--- config.mk ---
export PLATFORM = sky130hd
export DESIGN_NAME = spi_slave_apb
export DESIGN_NICKNAME = d
export VERILOG_FILES = /design/src/rtl/spi_pkg.sv /design/src/rtl/spi_slave_shifter.sv /design/src/rtl/spi_slave_apb.sv
export SDC_FILE = /design/constraint.sdc
export NUM_CORES = 1
export LEC_CHECK = 0
export CORE_ASPECT_RATIO = 1.1
export CORE_MARGIN = 10
export CORE_UTILIZATION = 50
export DETAILED_ROUTE_END_ITERATION = 12
export GPL_TIMING_DRIVEN = 0
export PLACE_DENSITY = 0.73
export SLEW_MARGIN = 5
export SYNTH_ARGS = -nofsm -noshare
export SYNTH_HDL_FRONTEND = slang
export SYNTH_SLANG_ARGS = --single-unit
export TNS_END_PERCENT = 30
--- constraint.sdc ---
create_clock -name PCLK -period 2.3 [get_ports PCLK]
set_input_delay 0.46 -clock PCLK [delete_from_list [all_inputs] [get_ports PCLK]]
set_output_delay 0.46 -clock PCLK [all_outputs]
set_load 0.005 [all_outputs]
--- src/rtl/spi_pkg.sv ---
// Shared constants for the APB SPI responder: register map, bit positions, FSM states.
// Latency: n/a (declarations only).
// Backpressure: n/a.
package spi_pkg;

  // register addresses
  localparam logic [2:0] ADDR_CR = 3'b000;
  localparam logic [2:0] ADDR_SR = 3'b011;
  localparam logic [2:0] ADDR_DR = 3'b101;

  // CR bit positions; unlisted bits read as zero
  localparam int CR_SPIE  = 7;
  localparam int CR_SPE   = 6;
  localparam int CR_CPOL  = 3;
  localparam int CR_CPHA  = 2;
  localparam int CR_LSBFE = 0;
  localparam logic [7:0] CR_MASK = 8'hCD;

  // SR bit positions
  localparam int SR_RXF  = 7;
  localparam int SR_TXE  = 5;
  localparam int SR_OVR  = 4;
  localparam int SR_ABRT = 3;

  typedef enum logic [1:0] {
    ST_IDLE,
    ST_LOAD,
    ST_SHIFT,
    ST_DONE
  } spi_state_t;

endpackage

--- src/rtl/spi_slave_shifter.sv ---
// SPI pin front end: synchronizers, sclk/ss edge detect, TX/RX shift registers, bit counter.
// Latency: pin edge to sample/shift action SYNC_STAGES+1 PCLK; miso is registered.
// Backpressure: none; pins are sampled every PCLK and events are single-cycle pulses.
module spi_slave_shifter
  import spi_pkg::*;
#(
  parameter int SYNC_STAGES = 2
) (
  input  logic       PCLK,
  input  logic       PRESETn,
  input  logic       sclk,
  input  logic       ss,
  input  logic       mosi,
  input  logic       cpol,
  input  logic       cpha,
  input  logic       lsbfe,
  input  logic       load,
  input  logic [7:0] load_byte,
  input  logic       shifting,
  output logic       ss_low,
  output logic       ss_fall,
  output logic       ss_rise,
  output logic       frame_done,
  output logic       abort,
  output logic       miso,
  output logic [7:0] rx_byte
);

  logic [SYNC_STAGES-1:0] sclk_sync, ss_sync, mosi_sync;
  logic sclk_s, ss_s, mosi_s, sclk_prev, ss_prev;
  logic sclk_rise, sclk_fall, lead_edge, trail_edge;
  logic do_sample, do_shift;
  logic [7:0] tx_sr, rx_sr;
  logic [3:0] bitcnt;

  // Synchronize the asynchronous pins and keep one cycle of history for edge detection
  always_ff @(posedge PCLK) begin
    if (!PRESETn) begin
      sclk_sync <= '0;
      ss_sync   <= '1;
      mosi_sync <= '0;
      sclk_prev <= 1'b0;
      ss_prev   <= 1'b1;
    end else begin
      sclk_sync <= {sclk_sync[SYNC_STAGES-2:0], sclk};
      ss_sync   <= {ss_sync[SYNC_STAGES-2:0], ss};
      mosi_sync <= {mosi_sync[SYNC_STAGES-2:0], mosi};
      sclk_prev <= sclk_s;
      ss_prev   <= ss_s;
    end
  end

  assign sclk_s = sclk_sync[SYNC_STAGES-1];
  assign ss_s   = ss_sync[SYNC_STAGES-1];
  assign mosi_s = mosi_sync[SYNC_STAGES-1];

  assign sclk_rise  = sclk_s & ~sclk_prev;
  assign sclk_fall  = ~sclk_s & sclk_prev;
  assign lead_edge  = cpol ? sclk_fall : sclk_rise;
  assign trail_edge = cpol ? sclk_rise : sclk_fall;

  assign ss_low  = ~ss_s;
  assign ss_fall = ~ss_s & ss_prev;
  assign ss_rise = ss_s & ~ss_prev;

  // A shift edge with bitcnt==0 is either the CPHA=1 first edge (bit already on miso)
  // or the CPHA=0 final trailing edge of the previous frame; both must be ignored.
  assign do_sample  = shifting & (cpha ? trail_edge : lead_edge);
  assign do_shift   = shifting & (cpha ? lead_edge : trail_edge) & (bitcnt != 4'd0) & (bitcnt != 4'd8);
  assign frame_done = do_sample & (bitcnt == 4'd7);
  // deselect before any bit was clocked (e.g. right after a completed frame) is not an abort
  assign abort      = shifting & ss_rise & (bitcnt != 4'd0);
  assign rx_byte    = rx_sr;

  // Load the TX byte and first miso bit, then shift in on sample edges and out on shift edges
  always_ff @(posedge PCLK) begin
    if (!PRESETn) begin
      tx_sr  <= '0;
      rx_sr  <= '0;
      bitcnt <= '0;
      miso   <= 1'b0;
    end else if (load) begin
      tx_sr  <= load_byte;
      miso   <= lsbfe ? load_byte[0] : load_byte[7];
      bitcnt <= '0;
    end else begin
      if (do_sample) begin
        rx_sr  <= lsbfe ? {mosi_s, rx_sr[7:1]} : {rx_sr[6:0], mosi_s};
        bitcnt <= bitcnt + 4'd1;
      end
      if (do_shift) begin
        tx_sr <= lsbfe ? {1'b0, tx_sr[7:1]} : {tx_sr[6:0], 1'b0};
        miso  <= lsbfe ? tx_sr[1] : tx_sr[6];
      end
    end
  end

endmodule

--- src/rtl/spi_slave_apb.sv ---
// SPI responder with APB register file (CR/SR/DR), frame FSM and interrupt.
// Latency: APB zero wait states; RXF set <= SYNC_STAGES+2 PCLK after last sample edge.
// Backpressure: none on APB (PREADY=1); DR write while TX full is rejected with PSLVERR.
module spi_slave_apb
  import spi_pkg::*;
#(
  parameter int         SYNC_STAGES = 2,
  parameter logic [7:0] IDLE_FILL   = 8'h00
) (
  input  logic       PCLK,
  input  logic       PRESETn,
  input  logic [2:0] PADDR,
  input  logic       PWRITE,
  input  logic       PSEL,
  input  logic       PENABLE,
  input  logic [7:0] PWDATA,
  output logic [7:0] PRDATA,
  output logic       PREADY,
  output logic       PSLVERR,
  input  logic       sclk,
  input  logic       ss,
  input  logic       mosi,
  output logic       miso,
  output logic       miso_oe,
  output logic       spi_interrupt_request
);

  logic [7:0] cr, tx_buf, rx_buf, sr_rd, rx_byte, load_byte;
  logic       rxf, txe, ovr, abrt;
  spi_state_t state, state_nxt;
  logic       ss_low, ss_fall, ss_rise, frame_done, abort;
  logic       load, shifting, done;
  logic       apb_access, addr_ok, wr_ok, dr_rd;

  assign apb_access = PSEL & PENABLE;
  assign addr_ok    = (PADDR == ADDR_CR) | (PADDR == ADDR_SR) | (PADDR == ADDR_DR);
  assign PSLVERR    = apb_access & (~addr_ok | (PWRITE & (PADDR == ADDR_DR) & ~txe));
  assign wr_ok      = apb_access & PWRITE & ~PSLVERR;
  assign dr_rd      = apb_access & ~PWRITE & (PADDR == ADDR_DR);
  assign PREADY     = 1'b1;

  assign load      = (state == ST_LOAD);
  assign shifting  = (state == ST_SHIFT);
  assign done      = (state == ST_DONE);
  assign load_byte = txe ? IDLE_FILL : tx_buf;

  assign miso_oe               = cr[CR_SPE] & ss_low;
  assign spi_interrupt_request = cr[CR_SPIE] & (rxf | ovr | abrt);

  // Assemble the status register image
  always_comb begin
    sr_rd          = '0;
    sr_rd[SR_RXF]  = rxf;
    sr_rd[SR_TXE]  = txe;
    sr_rd[SR_OVR]  = ovr;
    sr_rd[SR_ABRT] = abrt;
  end

  // Read mux; PRDATA is zero outside a read access phase and for unmapped addresses
  always_comb begin
    PRDATA = '0;
    if (apb_access && !PWRITE) begin
      case (PADDR)
        ADDR_CR: PRDATA = cr;
        ADDR_SR: PRDATA = sr_rd;
        ADDR_DR: PRDATA = rx_buf;
        default: PRDATA = '0;
      endcase
    end
  end

  // Frame state register
  always_ff @(posedge PCLK) begin
    if (!PRESETn) state <= ST_IDLE;
    else          state <= state_nxt;
  end

  // Next-state logic; deselect during LOAD/SHIFT drops the frame
  always_comb begin
    state_nxt = state;
    case (state)
      ST_IDLE:  if (cr[CR_SPE] && ss_fall) state_nxt = ST_LOAD;
      ST_LOAD:  state_nxt = ss_rise ? ST_IDLE : ST_SHIFT;
      ST_SHIFT: begin
        if (ss_rise)         state_nxt = ST_IDLE;
        else if (frame_done) state_nxt = ST_DONE;
      end
      ST_DONE:  state_nxt = (ss_low && cr[CR_SPE]) ? ST_LOAD : ST_IDLE;
      default:  state_nxt = ST_IDLE;
    endcase
  end

  // Registers: CPU accesses first, engine events afterwards so they win on collision
  always_ff @(posedge PCLK) begin
    if (!PRESETn) begin
      cr     <= '0;
      tx_buf <= '0;
      rx_buf <= '0;
      rxf    <= 1'b0;
      txe    <= 1'b1;
      ovr    <= 1'b0;
      abrt   <= 1'b0;
    end else begin
      if (wr_ok && PADDR == ADDR_CR) cr <= PWDATA & CR_MASK;
      if (wr_ok && PADDR == ADDR_SR) begin
        if (PWDATA[SR_OVR])  ovr  <= 1'b0;
        if (PWDATA[SR_ABRT]) abrt <= 1'b0;
      end
      if (dr_rd) rxf <= 1'b0;
      // LOAD consumes the old buffer; a same-cycle DR write (only legal when empty) lands after
      if (load && !txe) txe <= 1'b1;
      if (wr_ok && PADDR == ADDR_DR) begin
        tx_buf <= PWDATA;
        txe    <= 1'b0;
      end
      // A DR read in the DONE cycle has consumed the old byte, so the new one is kept
      if (done) begin
        if (rxf && !dr_rd) ovr <= 1'b1;
        else               rx_buf <= rx_byte;
        rxf <= 1'b1;
      end
      if (abort) abrt <= 1'b1;
    end
  end

  spi_slave_shifter #(
    .SYNC_STAGES(SYNC_STAGES)
  ) u_shifter (
    .PCLK       (PCLK),
    .PRESETn    (PRESETn),
    .sclk       (sclk),
    .ss         (ss),
    .mosi       (mosi),
    .cpol       (cr[CR_CPOL]),
    .cpha       (cr[CR_CPHA]),
    .lsbfe      (cr[CR_LSBFE]),
    .load       (load),
    .load_byte  (load_byte),
    .shifting   (shifting),
    .ss_low     (ss_low),
    .ss_fall    (ss_fall),
    .ss_rise    (ss_rise),
    .frame_done (frame_done),
    .abort      (abort),
    .miso       (miso),
    .rx_byte    (rx_byte)
  );

endmodule

==> tab_implementation.tex <==
\begin{tabular}{lr}
\hline
Metric & Value \\
\hline
\multicolumn{2}{l}{\textbf{Outcome}} \\
Result of the run & complete, no violations \\
\multicolumn{2}{l}{\textbf{Timing}} \\
Upper clock frequency limit & 456 MHz \\
Post-layout worst setup margin & 0.105 ns \\
Worst max-slew margin expressed relative to the limit & 56.5\% \\
Setup repair after global routing missed its margin & false \\
Smallest hold slack & 0.434 ns \\
Final hold violation count & 0 \\
Max Transition Viols Final & 0 \\
Final setup violating endpoints & 0 \\
Final period util & 95.4\% \\
Sum of negative setup slack & 0 ns \\
Transition time at the pin with the least slew margin & 0.649 ns \\
Final critical path time including I/O delays and setup & 2.20 ns \\
Setup clock skew after layout & 0.0105 ns \\
\multicolumn{2}{l}{\textbf{Worst hold path}} \\
Min-Delay Endpoint & u\_shifter.ss\_sync[1] \\
Type of the most critical hold path & reg -> reg \\
Beginning of the worst hold path & u\_shifter.ss\_sync[0] \\
Worst hold path depth & 1 \\
\multicolumn{2}{l}{\textbf{Synthesis}} \\
Top cell type by total area after synthesis & sky130\_fd\_sc\_hd\_\_dfxtp\_1 \\
Number of register bits inferred by synthesis & 56 \\
Most frequent cell after synthesis & sky130\_fd\_sc\_hd\_\_dfxtp\_1 \\
Mean instance size in the synthesized netlist & 8.63 um\^{}2 \\
Area fraction of the dominant cell type after synthesis & 41.5\% \\
Top area cells in the synthesized netlist & sky130\_fd\_sc\_hd\_\_dfxtp\_1 42\%, sky130\_fd\_sc\_hd\_\_mux2i\_1 14\%, sky130\_fd\_sc\_hd\_\_a21oi\_1 4.4\%, sky130\_fd\_sc\_hd\_\_o21ai\_0 4.4\%, sky130\_fd\_sc\_hd\_\_nand3\_1 4.3\% \\
Synthesized-area fraction occupied by ao, oa, aoi and oai cells & 17.0\% \\
Main combinational cell family by area after synthesis & simple AND/OR/NAND/NOR gates \\
Post-synthesis adder-cell area fraction & 0.927\% \\
Number of instances in the synthesized netlist & 313 \\
Post-synthesis cell type count & 42 \\
XOR/XNOR Fraction of Synth Area & 0.602\% \\
Share of synthesized area occupied by flip-flops and latches & 41.5\% \\
Most frequent cells after synthesis & 56 x sky130\_fd\_sc\_hd\_\_dfxtp\_1, 39 x sky130\_fd\_sc\_hd\_\_mux2i\_1, 26 x sky130\_fd\_sc\_hd\_\_nor2\_1, 24 x sky130\_fd\_sc\_hd\_\_a21oi\_1, 24 x sky130\_fd\_sc\_hd\_\_o21ai\_0 \\
Simple-gate area share of the yosys netlist & 19.6\% \\
Leading register cell type out of synthesis & sky130\_fd\_sc\_hd\_\_dfxtp\_1 \\
Net count after synthesis & 334 \\
Number of enable flip-flop cells after synthesis & 0 \\
Post-synthesis async set-or-reset flop share & 0\% \\
Ys Warns & 0 \\
Mapped Area & 2700 um\^{}2 \\
Multiplexer share of the synthesized area & 15.4\% \\
\multicolumn{2}{l}{\textbf{Routing}} \\
Total routed wirelength & 6.45 mm \\
Drt initial violations & 136 \\
Count of antenna-violating nets left after detailed routing & 0 \\
Average wire per standard cell & 15.0 um \\
DRC violations left & 0 \\
Vias & 2368 \\
First drt pass iteration count & 5 \\
Via/cell ratio & 5.52 \\
\multicolumn{2}{l}{\textbf{Pwr}} \\
Part of the power in combinational logic & 6.6\% \\
Power density over the cells & 538 nW/um\^{}2 \\
Internal power of the cells & 0.00135 W \\
Switch share & 22.4\% \\
Sequential share of power & 56.2\% \\
Leakage component of the power & 1.21 nW \\
Sw power & 0.000391 W \\
Clock share of power & 37.2\% \\
Peak supply drop & 250 uV \\
\multicolumn{2}{l}{\textbf{Global route}} \\
Residual overflow from global routing & 0 \\
Largest net degree at the start of global routing & 18 \\
Antenna violations before repair & 0 \\
Wire length of the first global-routing pass & 10.8 mm \\
Vias in the first global route & 2251 \\
Total global routing track utilization & 14.6\% \\
\multicolumn{2}{l}{\textbf{Critical path}} \\
Kind of critical path & in -> out \\
Worst flop-to-flop path endpoint & u\_shifter.rx\_byte[4] \\
Critical-path cell with the highest stage delay & sky130\_fd\_sc\_hd\_\_clkdlybuf4s50\_1 \\
Cell count of the worst reg-to-reg path & 5 \\
Ordered list of cells on the worst path & clkdlybuf4s50\_1, nand3b\_1, buf\_4, buf\_4, nor2\_1, dlygate4sd2\_1 \\
Data arrival time of the critical path & 1.74 ns \\
Max Fanout on Critical Path & 4 \\
Cell occurring most often along the worst timing path & sky130\_fd\_sc\_hd\_\_buf\_4 \\
Stage delay of the slowest cell on the critical path & 0.50 ns \\
Critical Path End Type & output pin \\
Required time of the critical path & 1.84 ns \\
Nature of the critical path startpoint & primary input \\
Worst reg-to-reg setup slack & 0.43 ns \\
Startpoint of the worst-slack reg-to-reg timing path & cr[2] \\
\multicolumn{2}{l}{\textbf{Final layout}} \\
Fraction of final layout cells with drive strength greater than 1 & 8.47\% \\
Final cell area excluding filler cells & 3250 um\^{}2 \\
Final standard cell count with taps included and fillers excluded & 429 \\
Ant diodes & 0 \\
Signed area change from the synthesized netlist to the final layout & 20.3\% \\
Net count, final & 374 \\
\multicolumn{2}{l}{\textbf{CTS}} \\
Clock root buffer & sky130\_fd\_sc\_hd\_\_clkbuf\_8 \\
TritonCTS clock tree & built \\
Maximum buffer depth of the clock tree & 2 \\
Number of buffers created by CTS & 5 \\
Register clock-pin slew on the reported worst setup and hold paths & 0.10 ns \\
Number of clock sinks seen by CTS & 56 \\
Skew-Pair Late Insertion Delay & 0.32 ns \\
Number of levels in the clock H-tree & 2 \\
\multicolumn{2}{l}{\textbf{Placed design}} \\
Final weighted congestion of routability-driven global placement & 0.860 \\
Port Buf Inserts & 30 \\
Number of placed cells counting well taps & 418 \\
Post-place setup slack & -0.495 ns \\
Placed instance area & 3090 um\^{}2 \\
DPL Wire Length & 4.79 mm \\
\multicolumn{2}{l}{\textbf{Die}} \\
Number of rows in the core area & 28 \\
Chip width & 90.1 um \\
Floorplan die height & 97.1 um \\
Area inside the core boundary & 5330 um\^{}2 \\
DIE AREA & 8740 um\^{}2 \\
Number of top-level pins & 32 \\
Starting density of the core & 50.7\% \\
\multicolumn{2}{l}{\textbf{Flow run}} \\
Maximum Capacitance Violations & 0 \\
\hline
\end{tabular}
layout by cell type, fill, tap and decap left out, types with 2 or more instances in the layout:
cell type,netlist,layout
sky130_fd_sc_hd__buf_4,1,5
sky130_fd_sc_hd__buf_2,3,3
sky130_fd_sc_hd__clkbuf_2,0,2
sky130_fd_sc_hd__a211oi_1,8,8
sky130_fd_sc_hd__nor3_1,2,2
sky130_fd_sc_hd__nor2b_1,7,7
sky130_fd_sc_hd__nor2_1,26,25
sky130_fd_sc_hd__ha_1,2,2
sky130_fd_sc_hd__a21oi_1,24,24
sky130_fd_sc_hd__a22oi_1,8,8
sky130_fd_sc_hd__clkdlybuf4s50_1,0,17
sky130_fd_sc_hd__inv_1,12,12
sky130_fd_sc_hd__dfxtp_1,56,56
sky130_fd_sc_hd__o31a_1,2,2
sky130_fd_sc_hd__nand3_1,23,23
sky130_fd_sc_hd__a31oi_1,2,2
sky130_fd_sc_hd__nand2_1,23,23
sky130_fd_sc_hd__clkbuf_8,0,6
sky130_fd_sc_hd__dlygate4sd2_1,0,11
sky130_fd_sc_hd__o21ai_0,24,24
sky130_fd_sc_hd__mux2i_1,39,39
sky130_fd_sc_hd__nand3b_1,2,2
sky130_fd_sc_hd__and2_1,7,6
sky130_fd_sc_hd__nand2b_1,8,8
sky130_fd_sc_hd__a2bb2oi_1,2,2
sky130_fd_sc_hd__clkbuf_1,12,9
cells by family (layout without fill, tap and decap cells):
group                      Yosys count  in the layout
buffers and inverters               30             71
xor gates and xnor gates             1              1
and+or+nand+nor                    107            107
muxes                               41             41
AOI/OAI and AO/OA                   75             75
DFF                                 56             56
other                                1              1
adders and majority gates            2              2
routing by layer:
metal  global-route usage, %  routed length (um)  part of all wire, %
met2                    24.2                3220                   50
met1                    18.4                2870                   44
met5                       0                   0                    0
met4                    4.41                  74                  1.1
met3                    3.17                 290                  4.5
metrics by stage:
step	util (%)	power, W
after floorplan	-	0.00106
after global placement	58.1	0.00111
after detailed placement	58.1	0.00111
after CTS	61.0	0.00176
after global routing	61.0	0.00181
final	61.0	0.00175
registers in the layout (all words and copies together), names as in the netlist:
signal,flops
abrt,1
cr,5
ovr,1
rx_buf,8
rxf,1
state,2
tx_buf,8
txe,1
u_shifter.bitcnt,4
u_shifter.miso,1
u_shifter.mosi_sync,2
u_shifter.rx_byte,8
u_shifter.sclk_prev,1
u_shifter.sclk_sync,2
u_shifter.ss_prev,1
u_shifter.ss_sync,2
u_shifter.tx_sr,8
power groups by stage:
stage	registers [W]	logic [W]	clock network, W
finish	0.000981	0.000115	0.000650
global route	0.000982	0.000125	0.000704
CTS	0.000981	0.000115	0.000664
detailed placement	0.00100	0.000108	0
global placement	0.00100	0.000106	0
floorplan	0.00100	0.0000542	0
timing repair:
item	in CTS	in global routing
hold buffers	0	0
pin swaps	1	0
setup buffers	4	0
gates resized for setup	23	3
endpoints found under the setup margin	9	2
cloned	0	0
critical path: cells and delay by family:
family,cells,cell delay [ns]
buffers and inverters,4,1.05
AND/OR/NAND/NOR,2,0.22
cell type report:
cell class,instances,area [um^2]
fill,497,2080
multi-input combinational,227,1470
sequential,56,1120
timing repair buffer,34,314
tap,75,93.8
buffer,17,90.1
clock buffer,5,68.8
inverter,12,45.0
clock inverter,3,42.5
how the worst max path moves through the flow:
stage,start,end,slack (ns)
finish,PSEL,PRDATA[3],0.10
detailed placement,PADDR[1],PRDATA[3],-0.49
global placement,PADDR[1],PRDATA[3],-0.48
CTS,PWRITE,PRDATA[1],0.01
floorplan,cr[2],u_shifter.bitcnt[3],0.68
global route,PENABLE,PRDATA[7],0.04
No activity file was read; power rests on OpenSTA's default activity.
